File: config.mk
export PLATFORM = sky130hd
export DESIGN_NAME = uart_rx
export DESIGN_NICKNAME = d
export VERILOG_FILES = /design/src/rtl/uart_rx.sv
export SDC_FILE = /design/constraint.sdc
export NUM_CORES = 1
export LEC_CHECK = 0
export ABC_AREA = 1
export BUFFER_PORTS_ARGS = -buffer_cell sky130_fd_sc_hd__buf_2
export CORE_MARGIN = 4
export CORE_UTILIZATION = 40
export DETAILED_ROUTE_END_ITERATION = 6
export PLACE_DENSITY = 0.63
export SYNTH_ARGS = -nofsm -noshare
export SYNTH_HDL_FRONTEND = slang
export SYNTH_SLANG_ARGS = --single-unit
File: constraint.sdc
create_clock -name clk -period 3.11 [get_ports clk]
set_input_delay 0.622 -clock clk [delete_from_list [all_inputs] [get_ports clk]]
set_output_delay 0.622 -clock clk [all_outputs]
set_load 0.02 [all_outputs]
File: src/rtl/uart_rx.sv
// 8N1 oversampling UART receiver: 2-FF input synchronizer, mid-bit sampling,
// and registered byte/status outputs for the memory-mapped IO block.
module uart_rx #(
    parameter int CLK_HZ     = 50_000_000,
    parameter int BAUD       = 115200,
    parameter int OVERSAMPLE = 16,
    parameter int DIV        = CLK_HZ / (BAUD * OVERSAMPLE)
) (
    input  logic       clk,
    input  logic       rst,
    input  logic       rxd,
    output logic [7:0] rxd_data,
    output logic       rxd_done,
    output logic       rxd_valid,
    output logic       frame_err,
    output logic       busy
);
    localparam int TW = (DIV > 1) ? $clog2(DIV) : 1;
    localparam int SW = $clog2(OVERSAMPLE);
    localparam logic [TW-1:0] TICK_LAST = TW'(DIV - 1);
    localparam logic [SW-1:0] SAMP_MID  = SW'(OVERSAMPLE / 2 - 1);
    localparam logic [SW-1:0] SAMP_LAST = SW'(OVERSAMPLE - 1);

    typedef enum logic [2:0] {IDLE, START, DATA, STOP, WAIT_HI} state_t;

    state_t        r_state;
    state_t        w_next;
    logic          r_sync1;
    logic          r_sync2;
    logic [TW-1:0] r_tick;
    logic [SW-1:0] r_samp;
    logic [2:0]    r_bit;
    logic [7:0]    r_shift;

    logic w_rxd_s;
    logic w_tick;
    logic w_mid;
    logic w_full;
    logic w_start;
    logic w_shift;
    logic w_accept;
    logic w_ferr;
    logic w_busy;

    assign w_rxd_s = r_sync2;
    assign w_tick  = (r_state != IDLE) && (r_tick == TICK_LAST);
    assign w_mid   = w_tick && (r_samp == SAMP_MID);
    assign w_full  = w_tick && (r_samp == SAMP_LAST);
    assign busy    = w_busy;

    always_ff @(posedge clk) begin
        if (rst) r_state <= IDLE;
        else     r_state <= w_next;
    end

    always_comb begin
        w_next = r_state;
        case (r_state)
            IDLE:    if (!w_rxd_s) w_next = START;
            START:   if (w_mid) w_next = w_rxd_s ? IDLE : DATA;
            DATA:    if (w_full && (r_bit == 3'd7)) w_next = STOP;
            STOP:    if (w_full) w_next = w_rxd_s ? IDLE : WAIT_HI;
            WAIT_HI: if (w_rxd_s) w_next = IDLE;
            default: w_next = IDLE;
        endcase
    end

    always_comb begin
        w_busy   = (r_state != IDLE);
        w_start  = (r_state == IDLE) && !w_rxd_s;
        w_shift  = (r_state == DATA) && w_full;
        w_accept = (r_state == STOP) && w_full && w_rxd_s;
        w_ferr   = (r_state == STOP) && w_full && !w_rxd_s;
    end

    // Tick counter keeps running across START->DATA->STOP, so every later
    // sample stays a whole number of bit periods after the start-bit centre.
    always_ff @(posedge clk) begin
        if (rst) begin
            r_sync1 <= 1'b1;
            r_sync2 <= 1'b1;
            r_tick  <= '0;
            r_samp  <= '0;
            r_bit   <= '0;
            r_shift <= '0;
        end else begin
            r_sync1 <= rxd;
            r_sync2 <= r_sync1;

            if (r_state == IDLE || r_tick == TICK_LAST) r_tick <= '0;
            else                                        r_tick <= r_tick + 1'b1;

            if (w_next != r_state)   r_samp <= '0;
            else if (w_tick)         r_samp <= (r_samp == SAMP_LAST) ? '0 : r_samp + 1'b1;

            if (r_state != DATA)     r_bit <= '0;
            else if (w_shift)        r_bit <= r_bit + 1'b1;

            if (w_shift) r_shift <= {w_rxd_s, r_shift[7:1]};
        end
    end

    always_ff @(posedge clk) begin
        if (rst) begin
            rxd_data  <= '0;
            rxd_done  <= 1'b0;
            rxd_valid <= 1'b0;
            frame_err <= 1'b0;
        end else begin
            rxd_valid <= w_accept;
            if (w_start) rxd_done <= 1'b0;
            if (w_accept) begin
                rxd_data  <= r_shift;
                rxd_done  <= 1'b1;
                frame_err <= 1'b0;
            end
            if (w_ferr) frame_err <= 1'b1;
        end
    end
endmodule

Yosys cells after proc, flatten, opt, wreduce, memory -nomap -nowiden
Index checks and enable logic that the tools add are counted.
{"block": "word_totals", "reg_bits": 36, "out_inout_bits": 12, "word_cells": 55}
{"block": "classes", "addsub": 3, "eq_ne": 10, "mux": 13, "n_reduce_logical": 18}
{"operator": "2-to-1 mux 3 bit", "n": 6}
{"operator": "one-hot mux 3 bit (5 select lines)", "n": 1}
{"operator": "logical AND 1 bit", "n": 9}
{"operator": "equality test 3 x 2 -> 1 bit, second input constant", "n": 2}
{"operator": "equality test 3 bit, second input constant", "n": 2}
{"operator": "OR reduction 2 bit", "n": 3}
{"operator": "adder 5 x 1 -> 5 bit, second input constant", "n": 1}
{"operator": "equality test 5 bit, second input constant", "n": 1}
{"operator": "adder 4 x 1 -> 4 bit, second input constant", "n": 1}
{"operator": "equality test 4 x 3 -> 1 bit, second input constant", "n": 1}
{"operator": "equality test 4 bit, second input constant", "n": 1}
{"operator": "2-to-1 mux 1 bit", "n": 4}
{"operator": "2-to-1 mux 4 bit", "n": 1}
{"operator": "nonzero test 2 bit", "n": 2}
{"operator": "adder 3 x 1 -> 3 bit, second input constant", "n": 1}
{"operator": "equality test 3 x 1 -> 1 bit, second input constant", "n": 1}
{"operator": "logical NOT 3 bit", "n": 1}
{"operator": "inequality test 3 x 2 -> 1 bit, second input constant", "n": 1}
{"operator": "inequality test 3 bit", "n": 1}
{"operator": "nonzero test 3 bit", "n": 1}
{"operator": "2-to-1 mux 2 bit", "n": 1}
{"operator": "logical NOT 1 bit", "n": 1}
{"operator": "logical OR 1 bit", "n": 1}

Logic depth before layout (Yosys ltp)
Gate-level depths: netlist of the first run.
{"block": "logic_depth", "depth_word": 8, "depth_mapped": 12, "depth_no_buf": 12}

Worst setup path after synthesis of the first run
No wires, ideal clock.
{"block": "synth_timing", "kind": "reg2reg", "from": "reg r_samp[0]", "to": "reg r_samp[0]", "arrival_ps": 1395, "t_required_ps": 2995, "path_slack_ps": 1600, "path_stages_with_launch": 11, "path_buffers": 0, "cell_sequence": "dfxtp_1 ha_1 nand2_1 nor2_1 nand3_4 inv_1 nand4_1 nand3_1 nor2_1 nand2_2 nor2_1"}
{"block": "synth_via", "elab_chain_cells": 7, "word_cells_on_any_way": 13, "classes_between": "1 x add/sub; 3 x eq/ne; 5 x mux; 4 x reduce/logical"}
{"element": "start: declaration", "line": "31", "text": "logic [SW-1:0] r_samp;"}
{"element": "start signal: assignment", "line": "94", "text": "else if (w_tick) r_samp <= (r_samp == SAMP_LAST) ? '0 : r_samp + 1'b1;"}
{"element": "equality test 4 bit", "line": "48, 94"}
{"element": "logical AND 1 bit", "line": "48", "text": "assign w_full = w_tick && (r_samp == SAMP_LAST);"}
{"element": "logical AND 1 bit", "line": "61", "text": "DATA: if (w_full && (r_bit == 3'd7)) w_next = STOP;"}
{"element": "2-to-1 mux 3 bit", "line": "61"}
{"element": "one-hot mux 3 bit (5 select lines)", "line": "58", "text": "case (r_state)"}
{"element": "inequality test 3 bit", "line": "93", "text": "if (w_next != r_state) r_samp <= '0;"}
{"element": "OR reduction 2 bit (no line)"}
Parallel ways exist; a longest one is shown, timed or not.
A chain may end at the register's enable or synchronous reset.

Worst setup path after layout of the first run
Ends and elaborated chain as after synthesis.

==> flow_metrics.py, run 1 <==
metrics = {
    "yosys": {
        "synth_mux_area_frac": 0.00743,
        "synthArstFlopShare": 0,
        "ys_seq_area_frac": 0.476,
        "synth_xor_area_frac": 0.0231,
        "synth_largest_area_cell": "dfxtp_1",
        "synth_compound_area_frac": 0.107,
        "syn-num-nets": 193,
        "synth_area_leaders": "dfxtp_1, nand3_1, inv_1",
        "synth_common_cells": "dfxtp_1, inv_1, nand2_1, nor2_1, nand3_1",
        "synth_fa_ha_area_frac": 0.0413,
        "synthSimpleGateAreaFrac": 0.264,
        "synth_area_um2": 1520,
        "synth_edf_count": 0,
        "synth_cell_type_count": 29,
        "synthesis.instances": 185,
        "ys_ff_latch": 36,
        "synth.avg_cell_area_um2": 8.19,
        "synth_warnings": 0,
        "synth_top_family_by_area": "simple AND/OR/NAND/NOR gates",
        "ys.flop_type": "dfxtp_1",
        "synth.top_cell.area_share": 0.476,
        "yosysMostFrequentCell": "dfxtp_1",
    },
    "timing": {
        "period_minus_slack_ps": 1910,
        "worst_pin_slew_ps": 611,
        "fin_crit_sh": 0.615,
        "whs_ps": 407,
        "final-setup-viol-count": 0,
        "hold_viol": 0,
        "skew_ps": 8.19,
        "tns_ps": 0,
        "rsz0062_at_grt": "no",
        "final-max-slew-violation-count": 0,
        "relSlewSlack": 0.592,
        "max_clock_freq_mhz": 523,
    },
    "routing": {
        "routed-via-count": 1193,
        "drt_first_iter_violations": 27,
        "routed_wl_um": 2760,
        "wire_per_inst_um": 10.9,
        "first_pass_iters": 4,
        "ant_nets": 0,
        "via_per_inst": 4.73,
        "drc_errors": 0,
    },
    "cts": {
        "cts_tree": "done",
        "cts_buffer_depth": 2,
        "h-tree-depth": 2,
        "clk_pin_slew_worst_paths_ps": 60,
        "cts_sinks": 36,
        "post-cts-setup-buffers": 0,
        "postCtsResizedCells": 0,
        "cts-root-buf": "clkbuf_8",
        "clk_latency_ps": 280,
        "cts_buffers": 5,
        "hold_buffers": 0,
    },
    "global_routing": {
        "track_usage": 0.129,
        "grt_max_degree": 22,
        "grt-busiest-layer": "met2",
        "grt_overflow_total": 0,
        "grt.met1_usage": 0.167,
        "use_met2": 0.193,
        "grtUsageMet3": 0.0391,
        "grt_pass1_wl_um": 5000,
        "grt_pass1_vias": 1128,
        "antenna_found_initial": 0,
    },
    "placement": {
        "io_buffers": 14,
        "dp_hpwl_um": 1930,
        "routabilityCongestion": 0.858,
        "dpl-instance-area_um2": 1620,
    },
    "finish": {
        "design_area_um2": 1730,
        "area_growth_pct": 14.0,
        "drive_above_1_share": 0.191,
        "num_antenna_cells": 0,
        "nets": 211,
        "ff_latch_area_um2": 721,
        "final_util": 0.472,
        "multi_input_area_um2": 671,
        "fill_cells": 374,
    },
    "worst_setup_path": {
        "critPathMaxFanout": 20,
        "cp_cell_sequence": "ha_1, nand2_1, nor2_1, nand3_4, nor2_2, buf_4, nand2_1, nand3_1, nand2_1, nand2_2, nor2_1",
        "crit_top_cell": "nand2_1",
        "critPathSlowestCell": "dfxtp_1",
        "start_kind": "flop",
        "worstPathRequired_ps": 3280,
        "arrival_ps": 2090,
        "slowest_delay_ps": 380,
        "end_kind": "flop",
        "crit_type": "reg2reg",
        "reg2reg_depth": 11,
    },
    "floorplan": {
        "start_util": 0.414,
        "ios": 15,
        "rows": 22,
        "die_h_um": 69.5,
        "core-area_um2": 3660,
        "die_w_um": 69.5,
        "dieArea_um2": 4840,
    },
    "power": {
        "vdd_drop_max_mv": 0.240,
        "power_per_cell_area_nw_per_um2": 512,
        "p_leak_nw": 0.745,
    },
    "flow_run": {
        "maxCapViolCount": 0,
    },
    "worst_hold_path": {
        "hp-class": "reg2reg",
        "hold_depth": 1,
    },
    "outcome": {
        "status": "finished, final reports clean",
    },
}
==> per-stage QoR <==
stage               total power, W  std cells  setup slack (ps)
finish                    0.000884        252              1200
CTS                       0.000900        252              1190
global placement          0.000501        244              1220
detailed placement        0.000501        244              1220
global route              0.000926        252               963
floorplan                 0.000494        185              1600
==> registers in the layout, summed over array words and instances, names as in the netlist <==
name,flops
r_shift,8
r_state,3
r_samp,4
r_bit,3
r_sync2,1
rxd_valid,1
rxd_data,8
frame_err,1
r_tick,5
r_sync1,1
rxd_done,1
==> critical path, delay by kind of cell (launching register included) <==
kind                       cells  cell delay (ps)
adders and majority gates      1              180
buffers and inverters          1              220
and+or+nand+nor                9             1020
DFF                            1              380
==> logic make-up (layout without fill, tap and decap cells) <==
group / Yosys count / count (layout)
simple gates: 80 / 80
flops: 36 / 36
compound gates: 31 / 31
buf+inv: 28 / 47
fa+ha+maj: 5 / 5
xor+xnor: 4 / 4
mux: 1 / 1
==> area by class of cell <==
class | instances | area share
flip-flops and latches | 36 | 0.417
multi-input cells | 121 | 0.388
inverters | 24 | 0.0522
repair buffers | 15 | 0.0449
clock buffers | 6 | 0.0420
well taps | 48 | 0.0348
clock inverters | 2 | 0.0203
==> report_power, final <==
group,total [W],leakage [nW],switching [W],internal [W]
Clock,0.000394,0.0552,0.000157,0.000238
Sequential,0.000466,0.290,0.00000254,0.000463
Combinational,0.0000243,0.399,0.0000173,0.00000700
==> worst paths after layout <==
kind,slack (ps),start,end
max,1200,r_samp[0],r_samp[0]
min reg2reg,410,r_sync1,r_sync2
min,410,r_sync1,r_sync2
max reg2reg,1200,r_samp[0],r_samp[0]
==> layer usage <==
layer,part of all wire,routed length [um]
met5,0,0
met4,0.019,52
met3,0.029,79
met2,0.43,1200
met1,0.52,1430
==> layout by cell type, fill, tap and decap left out, drive strengths merged <==
cell,n
inv,24
nand4,3
xnor2,2
clkbuf,6
a31oi,1
dfxtp,36
o211ai,1
a21oi,13
or2,2
nor2,26
nor3,5
o31ai,1
clkinv,1
bufinv,1
ha,5
nand2,23
xor2,2
o21ai,15
nand3,20
nor4,1
buf,15
mux2,1
Power figures use the tool's default switching activity.
==> run 2: changes to the inputs <==
--- a/config.mk
+++ b/config.mk
@@ -5,7 +5,7 @@
 export SDC_FILE = /design/constraint.sdc
 export NUM_CORES = 1
 export LEC_CHECK = 0
-export ABC_AREA = 1
+export ABC_AREA = 0
 export BUFFER_PORTS_ARGS = -buffer_cell sky130_fd_sc_hd__buf_2
 export CORE_MARGIN = 4
 export CORE_UTILIZATION = 40
==> constraint.sdc (replaced) <==
create_clock -name clk -period 1.8 [get_ports clk]
set_input_delay 0.36 -clock clk [delete_from_list [all_inputs] [get_ports clk]]
set_output_delay 0.36 -clock clk [all_outputs]
set_load 0.02 [all_outputs]
==> run 2 against run 1 <==
  * Clock skew is 2.2 ps lower
  * Largest power group unchanged
  * Die area is 1.1% higher
  * Highest routed layer unchanged
  * Critical path depth is 8 lower
  * Worst setup slack worse by 1100 ps
  * Sequential share of layout area is 2.7 points lower
  * First-iteration DRC count is 74% higher
  * Worst hold slack worse by 140 ps
  * Register-to-register slack worse by 1100 ps
==> flow_metrics.py, run 2 <==
metrics = {
    "outcome": {
        "status": "finished, final reports clean",
    },
    "finish": {
        "num_antenna_cells": 0,
        "area_growth_pct": 20.6,
        "nets": 188,
        "reg_top3": "r_shift: 8 flops, rxd_data: 8 flops, r_tick: 5 flops",
        "final_common_cell": "dfxtp_1",
        "design_area_um2": 1850,
        "drive_above_1_share": 0.261,
        "layout_common_cells": "dfxtp_1, nor2_1, buf_2",
    },
    "cts": {
        "cts_buffer_depth": 2,
        "clk_pin_slew_worst_paths_ps": 60,
        "clk_latency_ps": 280,
        "cts-root-buf": "clkbuf_8",
        "cts_sinks": 36,
        "cts_tree": "done",
        "cts_buffers": 5,
        "h-tree-depth": 2,
        "hold_buffers": 0,
        "post-cts-setup-buffers": 0,
    },
    "timing": {
        "skew_ps": 6.01,
        "tns_ps": 0,
        "final-setup-viol-count": 0,
        "hold_viol": 0,
        "relSlewSlack": 0.746,
        "fin_crit_sh": 0.954,
        "worst_pin_slew_ps": 381,
        "final-max-slew-violation-count": 0,
        "fin_ws_ps": 83.0,
        "max_clock_freq_mhz": 582,
        "period_minus_slack_ps": 1720,
    },
    "routing": {
        "wire_per_inst_um": 13.2,
        "drt_first_iter_violations": 47,
        "drc_errors": 0,
        "routed_wl_um": 3010,
        "first_pass_iters": 4,
        "via_per_inst": 5.28,
        "ant_nets": 0,
        "routed-via-count": 1203,
    },
    "yosys": {
        "synth_cell_type_count": 39,
        "synthArstFlopShare": 0,
        "ys_seq_area_frac": 0.470,
        "synth.top_cell.area_share": 0.470,
        "syn-num-nets": 163,
        "synthesis.instances": 155,
        "synth_area_um2": 1530,
        "ys_ff_latch": 36,
        "synth_common_cells": "dfxtp_1, nor2_1, mux2i_1, a22o_1",
        "synth_area_leaders": "dfxtp_1, mux2i_1, nor2_1",
        "synth_largest_area_cell": "dfxtp_1",
        "synth_warnings": 0,
        "synth_edf_count": 0,
        "yosysMostFrequentCell": "dfxtp_1",
        "synth.avg_cell_area_um2": 9.90,
        "ys.flop_type": "dfxtp_1",
    },
    "global_routing": {
        "track_usage": 0.132,
        "grt_overflow_total": 0,
        "antenna_found_initial": 0,
        "grt_max_degree": 15,
        "grt_pass1_vias": 1165,
        "grt_pass1_wl_um": 5170,
    },
    "worst_setup_path": {
        "crit_buf_inv": 2,
        "start_kind": "flop",
        "cp_top_family": "flip-flops",
        "critPathMaxFanout": 11,
        "end_kind": "primary output",
        "slowest_delay_ps": 420,
        "worstPathRequired_ps": 1440,
        "crit_type": "reg2out",
        "rrSetupSlack_ps": 100,
        "critPathSlowestCell": "dfxtp_1",
        "arrival_ps": 1360,
        "cp_cell_sequence": "nor3_2, inv_1, buf_2",
    },
    "placement": {
        "routabilityCongestion": 0.863,
        "io_buffers": 14,
        "place_ws_ps": 30.5,
        "dpl-instance-area_um2": 1730,
        "dp_hpwl_um": 2240,
    },
    "power": {
        "power_w": 0.00146,
        "p_int_w": 0.00116,
        "switching_power_w": 0.000302,
        "clockPowerShare": 0.415,
        "p_leak_nw": 0.758,
        "combPwrFrac": 0.034,
        "power_per_cell_area_nw_per_um2": 791,
        "vdd_drop_max_mv": 0.398,
        "pwr-share-seq": 0.551,
        "sw_frac_of_total": 0.206,
    },
    "floorplan": {
        "rows": 22,
        "die_h_um": 69.9,
        "die_w_um": 69.9,
        "core-area_um2": 3690,
        "start_util": 0.416,
        "ios": 15,
        "dieArea_um2": 4890,
    },
    "worst_hold_path": {
        "hp-class": "in2reg",
    },
    "flow_run": {
        "maxCapViolCount": 0,
    },
}
run 2: changes by cell type after synthesis, moves of 9 or more:
cell / previous run / this run
inv_1: 23 / 2
o21ai_0: 15 / 0
nand3_1: 18 / 4
nand2_1: 20 / 7
mux2i_1: 0 / 12
a21oi_1: 13 / 4
run 2: path summary, 6_finish.rpt:
check	start	endpoint	cells past startpoint
setup / recovery	r_state[2]	busy	3
hold / removal	rxd	r_sync1	2
setup reg to reg	r_samp[1]	rxd_data[1]	6
hold reg to reg	r_sync1	r_sync2	1
run 2: per-stage QoR:
| step | hold slack, ps | utilization | cells |
|---|---|---|---|
| finish | 265 | 0.501 | 228 |
| CTS | 257 | 0.496 | 228 |
| floorplan | 389 | - | 155 |
| detailed placement | 399 | 0.468 | 221 |
| global route | 257 | 0.501 | 228 |
| global placement | 401 | 0.468 | 221 |
run 2: logic make-up (layout without fill, tap and decap cells):
kind of cell,count (synthesis),in the layout,synth area share
AOI/OAI and AO/OA,23,23,0.122
xor gates and xnor gates,5,5,0.0286
adders and majority gates,5,5,0.0408
buffers and inverters,10,35,0.0326
DFF,36,36,0.470
muxes,12,12,0.0783
and+or+nand+nor,64,64,0.228
run 2: final cells by class:
| type | count | area [um2] |
|---|---|---|
| flip-flops and latches | 36 | 722 |
| well taps | 48 | 60.1 |
| multi-input cells | 109 | 791 |
| inverters | 2 | 7.51 |
| fillers | 357 | 1840 |
| repair buffers | 26 | 173 |
| clock buffers | 7 | 96.3 |
run 2: routing by layer:
| layer | wire, um | GRT usage | vias up | share of wire |
|---|---|---|---|---|
| li1 | - | - | 604 | - |
| met1 | 1430 | 0.150 | 577 | 0.48 |
| met2 | 1450 | 0.224 | 15 | 0.48 |
| met3 | 78 | 0.0460 | 7 | 0.026 |
| met4 | 52 | 0.0553 | 0 | 0.017 |
| met5 | 0 | 0 | - | 0 |
run 2: what timing repair did:
item / 4_1_cts / 5_1_grt
resized for setup: 2 / 5
hold endpoints to repair: 0 / 0
endpoints found under the setup margin: 3 / 12
pin swaps: 0 / 0
run 2: power groups by stage:
| stage | Combinational [W] | Sequential (W) | Clock [W] |
|---|---|---|---|
| 2_1_floorplan | 0.0000349 | 0.000821 | 0 |
| 3_3_place_gp | 0.0000469 | 0.000823 | 0 |
| 3_5_place_dp | 0.0000477 | 0.000823 | 0 |
| 4_1_cts | 0.0000480 | 0.000805 | 0.000634 |
| 5_1_grt | 0.0000541 | 0.000806 | 0.000667 |
| 6_report | 0.0000494 | 0.000806 | 0.000607 |
